### src/rtl/trap_controller_pkg.sv
// Shared constants and types for the trap controller: CSR addresses,
// cause codes, FSM state encodings and the selected-event record.
package trap_controller_pkg;

    localparam logic [11:0] CSR_MTVEC  = 12'h305;
    localparam logic [11:0] CSR_MEPC   = 12'h341;
    localparam logic [11:0] CSR_MCAUSE = 12'h342;

    localparam logic [31:0] CAUSE_MISALIGNED = 32'd0;
    localparam logic [31:0] CAUSE_ILLEGAL    = 32'd2;

    typedef enum logic [1:0] {
        TC_IDLE     = 2'd0,
        TC_FLUSH    = 2'd1,
        TC_REDIRECT = 2'd2
    } tc_state_e;

    // The single event chosen from the two writeback slots this cycle.
    typedef struct packed {
        logic        trap;
        logic        mret;
        logic        slot0;
        logic [31:0] pc;
        logic [31:0] cause;
    } tc_event_t;

    function automatic logic [31:0] word_align(input logic [31:0] addr);
        return {addr[31:2], 2'b00};
    endfunction

endpackage

### src/rtl/trap_controller_if.sv
// Software CSR access bus: write strobe, address, write data and the
// combinational read data returned by the CSR block.
interface trap_controller_if;
    logic        csr_we_i;
    logic [11:0] csr_addr_i;
    logic [31:0] csr_wdata_i;
    logic [31:0] csr_rdata_o;

    modport master (output csr_we_i, output csr_addr_i, output csr_wdata_i, input csr_rdata_o);
    modport slave  (input csr_we_i, input csr_addr_i, input csr_wdata_i, output csr_rdata_o);
endinterface

### src/rtl/trap_controller_csrs.sv
// Machine trap CSRs (mtvec, mepc, mcause): software write path, hardware
// trap update with priority over software, and the combinational read mux.
module trap_csrs
    import trap_controller_pkg::*;
#(
    parameter logic [31:0] MTVEC_RESET = 32'h0000_0000
) (
    input  logic              clk_i,
    input  logic              rst_i,
    trap_controller_if.slave  csr,
    input  logic              hw_we_i,
    input  logic [31:0]       hw_mepc_i,
    input  logic [31:0]       hw_mcause_i,
    output logic [31:0]       mtvec_o,
    output logic [31:0]       mepc_o
);

    logic [31:0] mtvec_q, mtvec_d;
    logic [31:0] mepc_q, mepc_d;
    logic [31:0] mcause_q, mcause_d;

    // Next-state: software write first, then a hardware trap overrides it.
    always_comb begin
        // NOTE: every variable gets a default before any branch so no latch is inferred.
        mtvec_d  = mtvec_q;
        mepc_d   = mepc_q;
        mcause_d = mcause_q;
        if (csr.csr_we_i) begin
            case (csr.csr_addr_i)
                CSR_MTVEC:  mtvec_d  = csr.csr_wdata_i;
                CSR_MEPC:   mepc_d   = word_align(csr.csr_wdata_i);
                CSR_MCAUSE: mcause_d = csr.csr_wdata_i;
                default:    ;
            endcase
        end
        if (hw_we_i) begin
            mepc_d   = hw_mepc_i;
            mcause_d = hw_mcause_i;
        end
    end

    // CSR state registers.
    always_ff @(posedge clk_i) begin
        // NOTE: non-blocking assignments so every register samples pre-edge values.
        if (rst_i) begin
            mtvec_q  <= MTVEC_RESET;
            mepc_q   <= '0;
            mcause_q <= '0;
        end else begin
            mtvec_q  <= mtvec_d;
            mepc_q   <= mepc_d;
            mcause_q <= mcause_d;
        end
    end

    // Read mux; unmapped addresses read as zero.
    always_comb begin
        csr.csr_rdata_o = '0;
        case (csr.csr_addr_i)
            CSR_MTVEC:  csr.csr_rdata_o = mtvec_q;
            CSR_MEPC:   csr.csr_rdata_o = mepc_q;
            CSR_MCAUSE: csr.csr_rdata_o = mcause_q;
            default:    ;
        endcase
    end

    assign mtvec_o = mtvec_q;
    assign mepc_o  = mepc_q;

endmodule

### src/rtl/trap_controller.sv
// Trap/mret sequencer for the dual-issue core: picks the oldest writeback
// event, kills younger writes, flushes, then redirects fetch.
module trap_controller
    import trap_controller_pkg::*;
#(
    parameter logic [31:0] MTVEC_RESET  = 32'h0000_0000,
    parameter int unsigned FLUSH_CYCLES = 1
) (
    input  logic              clk_i,
    input  logic              rst_i,
    input  logic              trap0_i,
    input  logic              trap1_i,
    input  logic              misaligned_i,
    input  logic              mret0_i,
    input  logic              mret1_i,
    input  logic [31:0]       pc_0_i,
    input  logic [31:0]       pc_1_i,
    trap_controller_if.slave  csr_if,
    output logic              wb_kill0_o,
    output logic              wb_kill1_o,
    output logic              flush_o,
    output logic              stall_o,
    output logic              redirect_o,
    output logic [31:0]       redirect_pc_o
);

    localparam logic [3:0] FLUSH_LAST = 4'(FLUSH_CYCLES - 1);

    tc_state_e   state_q;
    logic [3:0]  flush_cnt_q;
    logic [31:0] target_q;
    logic        flush_q, stall_q, redirect_q;
    logic [31:0] redirect_pc_q;

    tc_event_t   ev;
    logic        take_trap, take_mret;
    logic [31:0] mtvec, mepc;

    // Oldest-event selection: slot0 wins if it has anything; trap beats mret.
    always_comb begin
        ev       = '0;
        ev.slot0 = trap0_i | mret0_i;
        ev.trap  = ev.slot0 ? trap0_i : trap1_i;
        ev.mret  = ev.slot0 ? (mret0_i & ~trap0_i) : (mret1_i & ~trap1_i);
        ev.pc    = ev.slot0 ? pc_0_i : pc_1_i;
        ev.cause = (ev.slot0 && misaligned_i) ? CAUSE_MISALIGNED : CAUSE_ILLEGAL;
    end

    // Events outside IDLE belong to wrong-path instructions and are ignored.
    assign take_trap  = (state_q == TC_IDLE) & ev.trap;
    assign take_mret  = (state_q == TC_IDLE) & ev.mret;
    assign wb_kill0_o = take_trap & ev.slot0;
    assign wb_kill1_o = take_trap | (take_mret & ev.slot0);

    trap_csrs #(.MTVEC_RESET(MTVEC_RESET)) u_csrs (
        .clk_i       (clk_i),
        .rst_i       (rst_i),
        .csr         (csr_if),
        .hw_we_i     (take_trap),
        .hw_mepc_i   (ev.pc),
        .hw_mcause_i (ev.cause),
        .mtvec_o     (mtvec),
        .mepc_o      (mepc)
    );

    // Sequencer FSM with registered flush/stall/redirect outputs.
    always_ff @(posedge clk_i) begin
        if (rst_i) begin
            state_q       <= TC_IDLE;
            flush_cnt_q   <= '0;
            target_q      <= '0;
            flush_q       <= 1'b0;
            stall_q       <= 1'b0;
            redirect_q    <= 1'b0;
            redirect_pc_q <= '0;
        end else begin
            unique case (state_q)
                TC_IDLE: begin
                    if (take_trap) begin
                        target_q <= word_align(mtvec);
                    end else if (take_mret) begin
                        target_q <= mepc;
                    end
                    if (take_trap || take_mret) begin
                        state_q     <= TC_FLUSH;
                        flush_q     <= 1'b1;
                        stall_q     <= 1'b1;
                        flush_cnt_q <= FLUSH_LAST;
                    end
                end
                TC_FLUSH: begin
                    if (flush_cnt_q == '0) begin
                        state_q       <= TC_REDIRECT;
                        flush_q       <= 1'b0;
                        redirect_q    <= 1'b1;
                        redirect_pc_q <= target_q;
                    end else begin
                        flush_cnt_q <= flush_cnt_q - 4'd1;
                    end
                end
                TC_REDIRECT: begin
                    state_q    <= TC_IDLE;
                    redirect_q <= 1'b0;
                    stall_q    <= 1'b0;
                end
                default: state_q <= TC_IDLE;
            endcase
        end
    end

    assign flush_o       = flush_q;
    assign stall_o       = stall_q;
    assign redirect_o    = redirect_q;
    assign redirect_pc_o = redirect_pc_q;

endmodule

### src/flat_wrapper.sv
// flat-port wrapper written by rule: the top's interface ports become plain ports
module trap_controller_flat import trap_controller_pkg::*;
#(
    parameter logic [31:0] MTVEC_RESET  = 32'h0000_0000,
    parameter int unsigned FLUSH_CYCLES = 1
)
  (clk_i, rst_i, trap0_i, trap1_i, misaligned_i, mret0_i, mret1_i, pc_0_i, pc_1_i, wb_kill0_o, wb_kill1_o, flush_o, stall_o, redirect_o, redirect_pc_o, csr_if_csr_we_i, csr_if_csr_addr_i, csr_if_csr_wdata_i, csr_if_csr_rdata_o);
  trap_controller_if csr_if_i ();
  input  logic clk_i;
  input  logic rst_i;
  input  logic trap0_i;
  input  logic trap1_i;
  input  logic misaligned_i;
  input  logic mret0_i;
  input  logic mret1_i;
  input  logic [31:0] pc_0_i;
  input  logic [31:0] pc_1_i;
  output logic wb_kill0_o;
  output logic wb_kill1_o;
  output logic flush_o;
  output logic stall_o;
  output logic redirect_o;
  output logic [31:0] redirect_pc_o;
  input wire logic [$bits(csr_if_i.csr_we_i)-1:0] csr_if_csr_we_i;
  input wire logic [$bits(csr_if_i.csr_addr_i)-1:0] csr_if_csr_addr_i;
  input wire logic [$bits(csr_if_i.csr_wdata_i)-1:0] csr_if_csr_wdata_i;
  output wire logic [$bits(csr_if_i.csr_rdata_o)-1:0] csr_if_csr_rdata_o;
  assign csr_if_i.csr_we_i = csr_if_csr_we_i;
  assign csr_if_i.csr_addr_i = csr_if_csr_addr_i;
  assign csr_if_i.csr_wdata_i = csr_if_csr_wdata_i;
  assign csr_if_csr_rdata_o = csr_if_i.csr_rdata_o;
  trap_controller #(.MTVEC_RESET(MTVEC_RESET), .FLUSH_CYCLES(FLUSH_CYCLES)) u_core (.clk_i(clk_i), .rst_i(rst_i), .trap0_i(trap0_i), .trap1_i(trap1_i), .misaligned_i(misaligned_i), .mret0_i(mret0_i), .mret1_i(mret1_i), .pc_0_i(pc_0_i), .pc_1_i(pc_1_i), .csr_if(csr_if_i), .wb_kill0_o(wb_kill0_o), .wb_kill1_o(wb_kill1_o), .flush_o(flush_o), .stall_o(stall_o), .redirect_o(redirect_o), .redirect_pc_o(redirect_pc_o));
endmodule
### config.mk
export PLATFORM = sky130hd
export DESIGN_NAME = trap_controller_flat
export DESIGN_NICKNAME = d
export VERILOG_FILES = /design/src/rtl/trap_controller_pkg.sv /design/src/rtl/trap_controller_if.sv /design/src/rtl/trap_controller_csrs.sv /design/src/rtl/trap_controller.sv /design/src/flat_wrapper.sv
export SDC_FILE = /design/constraint.sdc
export NUM_CORES = 1
export LEC_CHECK = 0
export BUFFER_PORTS_ARGS = -buffer_cell sky130_fd_sc_hd__buf_2
export CAP_MARGIN = 20
export CORE_ASPECT_RATIO = 0.6
export CORE_MARGIN = 2
export CORE_UTILIZATION = 40
export CTS_CLUSTER_SIZE = 14
export DETAILED_ROUTE_END_ITERATION = 8
export PLACE_DENSITY_LB_ADDON = 0.08
export SLEW_MARGIN = 10
export SYNTH_ARGS = -nofsm -noshare
export SYNTH_HDL_FRONTEND = slang
export SYNTH_SLANG_ARGS = --single-unit
### constraint.sdc
create_clock -name clk_i -period 5 [get_ports clk_i]
set_clock_uncertainty 0.05 [all_clocks]
set_input_delay 0 -clock clk_i [delete_from_list [all_inputs] [get_ports clk_i]]
set_output_delay 0 -clock clk_i [all_outputs]
set_load 0.05 [all_outputs]
==> impl.org <==
** Finish
- From synthesis to final layout, the design area changed by 37.3%.
- Once layout is done, the placed cells without fillers occupy around 10000 um^2.
- Fill cell instance count of the final layout :: between 1500 and 2000
- Storage cell area :: 3380 um^2
- Of the cells placed in the final design, the portion with a size suffix greater than 1 is 0.229.
- The final layout contains roughly 1200 nets.
- After the flow finishes, the layout carries non-filler instances totaling approximately 1300.
- Diodes inserted :: 0
- Share of the core filled with cells in the final layout :: 0.567
- Multi-input logic area :: 3470 um^2

** Die
- DIE WIDTH :: 177 um
- Die height :: around 110 um
- The die covers approximately 19000 um^2.
- I/O pin total :: approximately 190
- The total area inside the core boundary comes to 17300 um^2.
- Std cell rows :: 37
- Initial core utilization :: 0.413

** Power
- Power per cell area :: around 380 nW/um^2
- Highest ir drop seen on vdd :: roughly 250 uV
- Static Leak :: around 4.1 nW
- After layout, the design draws a total of 3.75 mW.

** Yosys
- Synth top area share :: 0.474
- Cell taking the most area after synthesis :: sky130_fd_sc_hd__dfxtp_1
- The share of the Yosys chip area taken by registers is 0.474.
- EDFF count, synth :: 0
- Number of warning messages in the yosys log :: 0
- Averaged over all synthesized cells, the footprint is roughly 8.6 um^2.
- Number of instances in the synthesized netlist :: just over 800
- Counting flops and latches in the post-synthesis netlist gives roughly 170.
- After synthesis, the netlist uses between 40 and 50 different library cells.
- Net Count, Synth :: roughly 950
- Counting instances in the post-synthesis netlist gives the leading cell types as sky130_fd_sc_hd__nand2_1, sky130_fd_sc_hd__dfxtp_1, sky130_fd_sc_hd__a21oi_1.
- After synthesis, the share of flip-flops with an asynchronous set or reset is 0.
- Yosys attributes the largest share of cell area to sky130_fd_sc_hd__dfxtp_1, sky130_fd_sc_hd__nand2_1, sky130_fd_sc_hd__a221o_1.
- Combined area of all synthesized cells :: around 7100 um^2
- Most frequent cell after synthesis :: sky130_fd_sc_hd__nand2_1
- For this run, the leading register cell type out of synthesis is sky130_fd_sc_hd__dfxtp_1.

** STA
- Setup violations remaining at the end of the flow were counted as 0.
- The count of final hold-check violations was 0.
- For the final routed database, the setup TNS stands at 0 ns.
- Setup slack on the critical path of the routed design comes to 1.92 ns.
- Worst Hold Slack :: approximately 0.042 ns
- Final worst path period share :: 0.616
- Max-slew violations :: 0
- Setup repair after global routing left no endpoint under its margin.
- At the pin with the least slew margin, the transition time is 1.11 ns.
- Final min period :: 3.08 ns
- Relative max-transition margin :: 0.259
- Timing would allow up to 324 MHz.

** Worst hold path
- Worst Hold Launch :: pc_0_i[27]
- The worst hold path belongs to the class in2reg.

** CTS
- Total CTS buffers :: 17
- The clock passes through at most 2 buffers.
- Clock-pin slew was measured on the worst setup and hold paths at ~0.07 ns.
- TritonCTS clock tree :: done
- Number of buffers inserted by post-CTS setup repair :: 0
- In this run the clock root is driven by a sky130_fd_sc_hd__clkbuf_16.
- Insertion delay to the later sink of the worst-skew pair :: 0.42 ns
- Hold repair after CTS inserted 97 buffers.
- Count of instances resized after the clock tree is built :: 0
- The clock drives around 170 sinks.
- The H-tree was split into 4 levels.

** Global routing
- Across every metal layer, demand over resource in global routing totals 0.257.
- Pin count of the biggest net entering global routing :: between 50 and 60
- Summed over all layers, the global routing overflow is 0.
- Wire length of the first global-routing pass :: 37600 um
- The initial antenna violation count was 1.
- The via count of the first global-routing pass is roughly 6700.

** Route
- Post-route ant nets :: 0
- For this block, the routed nets add up to ~24000 um of wire.
- The first routing iteration left between 600 and 700 violations.
- Number of vias per cell after detailed routing :: about 5.4
- Routed len/inst :: around 18 um
- Number of vias in the routed layout :: just over 7000
- First-pass iteration count of the detailed router :: 5
- Total DRC errors in the routed layout :: 0

** Setup path
- STA classifies the critical path endpoint as a flop.
- In this run the worst path has a maximum fanout of 24.
- STA classifies the critical path startpoint as a flop.
- By startpoint and endpoint, the worst setup path is classified as reg2reg.
- Setup crit start :: u_core.state_q[1]
- Data required, critical path :: ~5.3 ns
- Reg-to-Reg Start :: u_core.state_q[1]
- For the worst setup path, the data arrival time is roughly 3.4 ns.

** Placement
- Number of placed cells counting well taps :: 1193
- Number of I/O port buffers :: between 150 and 200
- Post-detailed-placement half-perimeter wirelength :: between 15000 and 20000 um
- Before CTS, the worst setup slack after placement is 2.50 ns.
- Last weighted congestion value of the routability-driven placer :: just over 0.8
- Once placement finished, the instance area stood at just over 8000 um^2.

** Run
- Max cap viols :: 0

** Run status
- Result of the run :: finished, final reports clean
==> cell type report <==
| cell class | count | area share |
|---|---|---|
| well taps | 234 | 0.0298 |
| flip-flops and latches | 169 | 0.345 |
| clock inverters | 14 | 0.0175 |
| inverters | 5 | 0.00191 |
| multi-input cells | 587 | 0.354 |
| clock buffers | 18 | 0.0448 |
| repair buffers | 296 | 0.207 |
==> report_power, final <==
part           switching, mW  leakage [nW]  internal [mW]
logic                  0.553          2.48          0.292
registers             0.0921          1.37           1.46
clock network          0.620         0.301          0.733
==> per-layer routing <==
| layer | GRT usage | share of wire | vias up |
|---|---|---|---|
| met5 | 0 | 0 | - |
| met4 | 0.0708 | 0.014 | 0 |
| met3 | 0.0491 | 0.077 | 29 |
| met2 | 0.364 | 0.40 | 296 |
| met1 | 0.392 | 0.51 | 3311 |
| li1 | - | - | 3451 |
==> critical path, stage by stage, from the launching register on <==
cell and delay (ns):
sky130_fd_sc_hd__dfxtp_1 0.34, sky130_fd_sc_hd__nor2_2 0.35, sky130_fd_sc_hd__o21a_1 0.50, sky130_fd_sc_hd__buf_4 0.41, sky130_fd_sc_hd__nor4_2 0.15, sky130_fd_sc_hd__buf_4 0.29
sky130_fd_sc_hd__a221o_1 0.32, sky130_fd_sc_hd__dlygate4sd3_1 0.55
==> worst paths after layout <==
check                             endpoint  slack [ns]  cells after the start
setup / recovery  u_core.u_csrs.mepc_o[10]        1.92                      7
hold / removal    u_core.u_csrs.mepc_o[27]        0.04                      4
setup reg to reg  u_core.u_csrs.mepc_o[10]        1.92                      7
hold reg to reg   u_core.redirect_pc_o[11]        0.40                      2
==> cell families (layout without fill, tap and decap cells) <==
group	after synthesis	in the layout	synth area share
AOI/OAI and AO/OA	236	236	0.235
adders and majority gates	2	2	0.00350
buffers and inverters	74	333	0.0443
DFF	169	169	0.474
muxes	35	35	0.0496
and+or+nand+nor	314	314	0.194
==> layout by cell type (no fill, tap or decap), types with 3 or more instances in the layout <==
cell type	count
sky130_fd_sc_hd__nor2_2	4
sky130_fd_sc_hd__nand3_1	4
sky130_fd_sc_hd__a22o_1	31
sky130_fd_sc_hd__o21ai_1	10
sky130_fd_sc_hd__mux2_2	3
sky130_fd_sc_hd__o211ai_1	4
sky130_fd_sc_hd__clkbuf_16	17
sky130_fd_sc_hd__nor2b_1	3
sky130_fd_sc_hd__nand2_1	231
sky130_fd_sc_hd__mux2i_1	32
sky130_fd_sc_hd__nand2b_1	3
sky130_fd_sc_hd__a221o_1	61
sky130_fd_sc_hd__or3_1	4
sky130_fd_sc_hd__nor2_1	10
sky130_fd_sc_hd__o21ai_0	23
sky130_fd_sc_hd__inv_1	4
sky130_fd_sc_hd__dfxtp_1	169
sky130_fd_sc_hd__and2_1	34
sky130_fd_sc_hd__o22ai_1	29
sky130_fd_sc_hd__clkinv_4	3
sky130_fd_sc_hd__inv_6	3
sky130_fd_sc_hd__buf_2	184
sky130_fd_sc_hd__buf_4	13
sky130_fd_sc_hd__a21oi_1	69
sky130_fd_sc_hd__inv_8	5
sky130_fd_sc_hd__dlygate4sd3_1	97
==> flip-flops by register name (all words and copies together), names as in the netlist <==
register                flops
u_core.u_csrs.mcause_q     32
u_core.flush_o              1
u_core.state_q              2
u_core.redirect_pc_o       32
u_core.target_q            32
u_core.redirect_o           1
u_core.u_csrs.mtvec_o      32
u_core.stall_o              1
u_core.u_csrs.mepc_o       32
u_core.flush_cnt_q          4
Note: power is estimated with default switching activity, not from simulation.
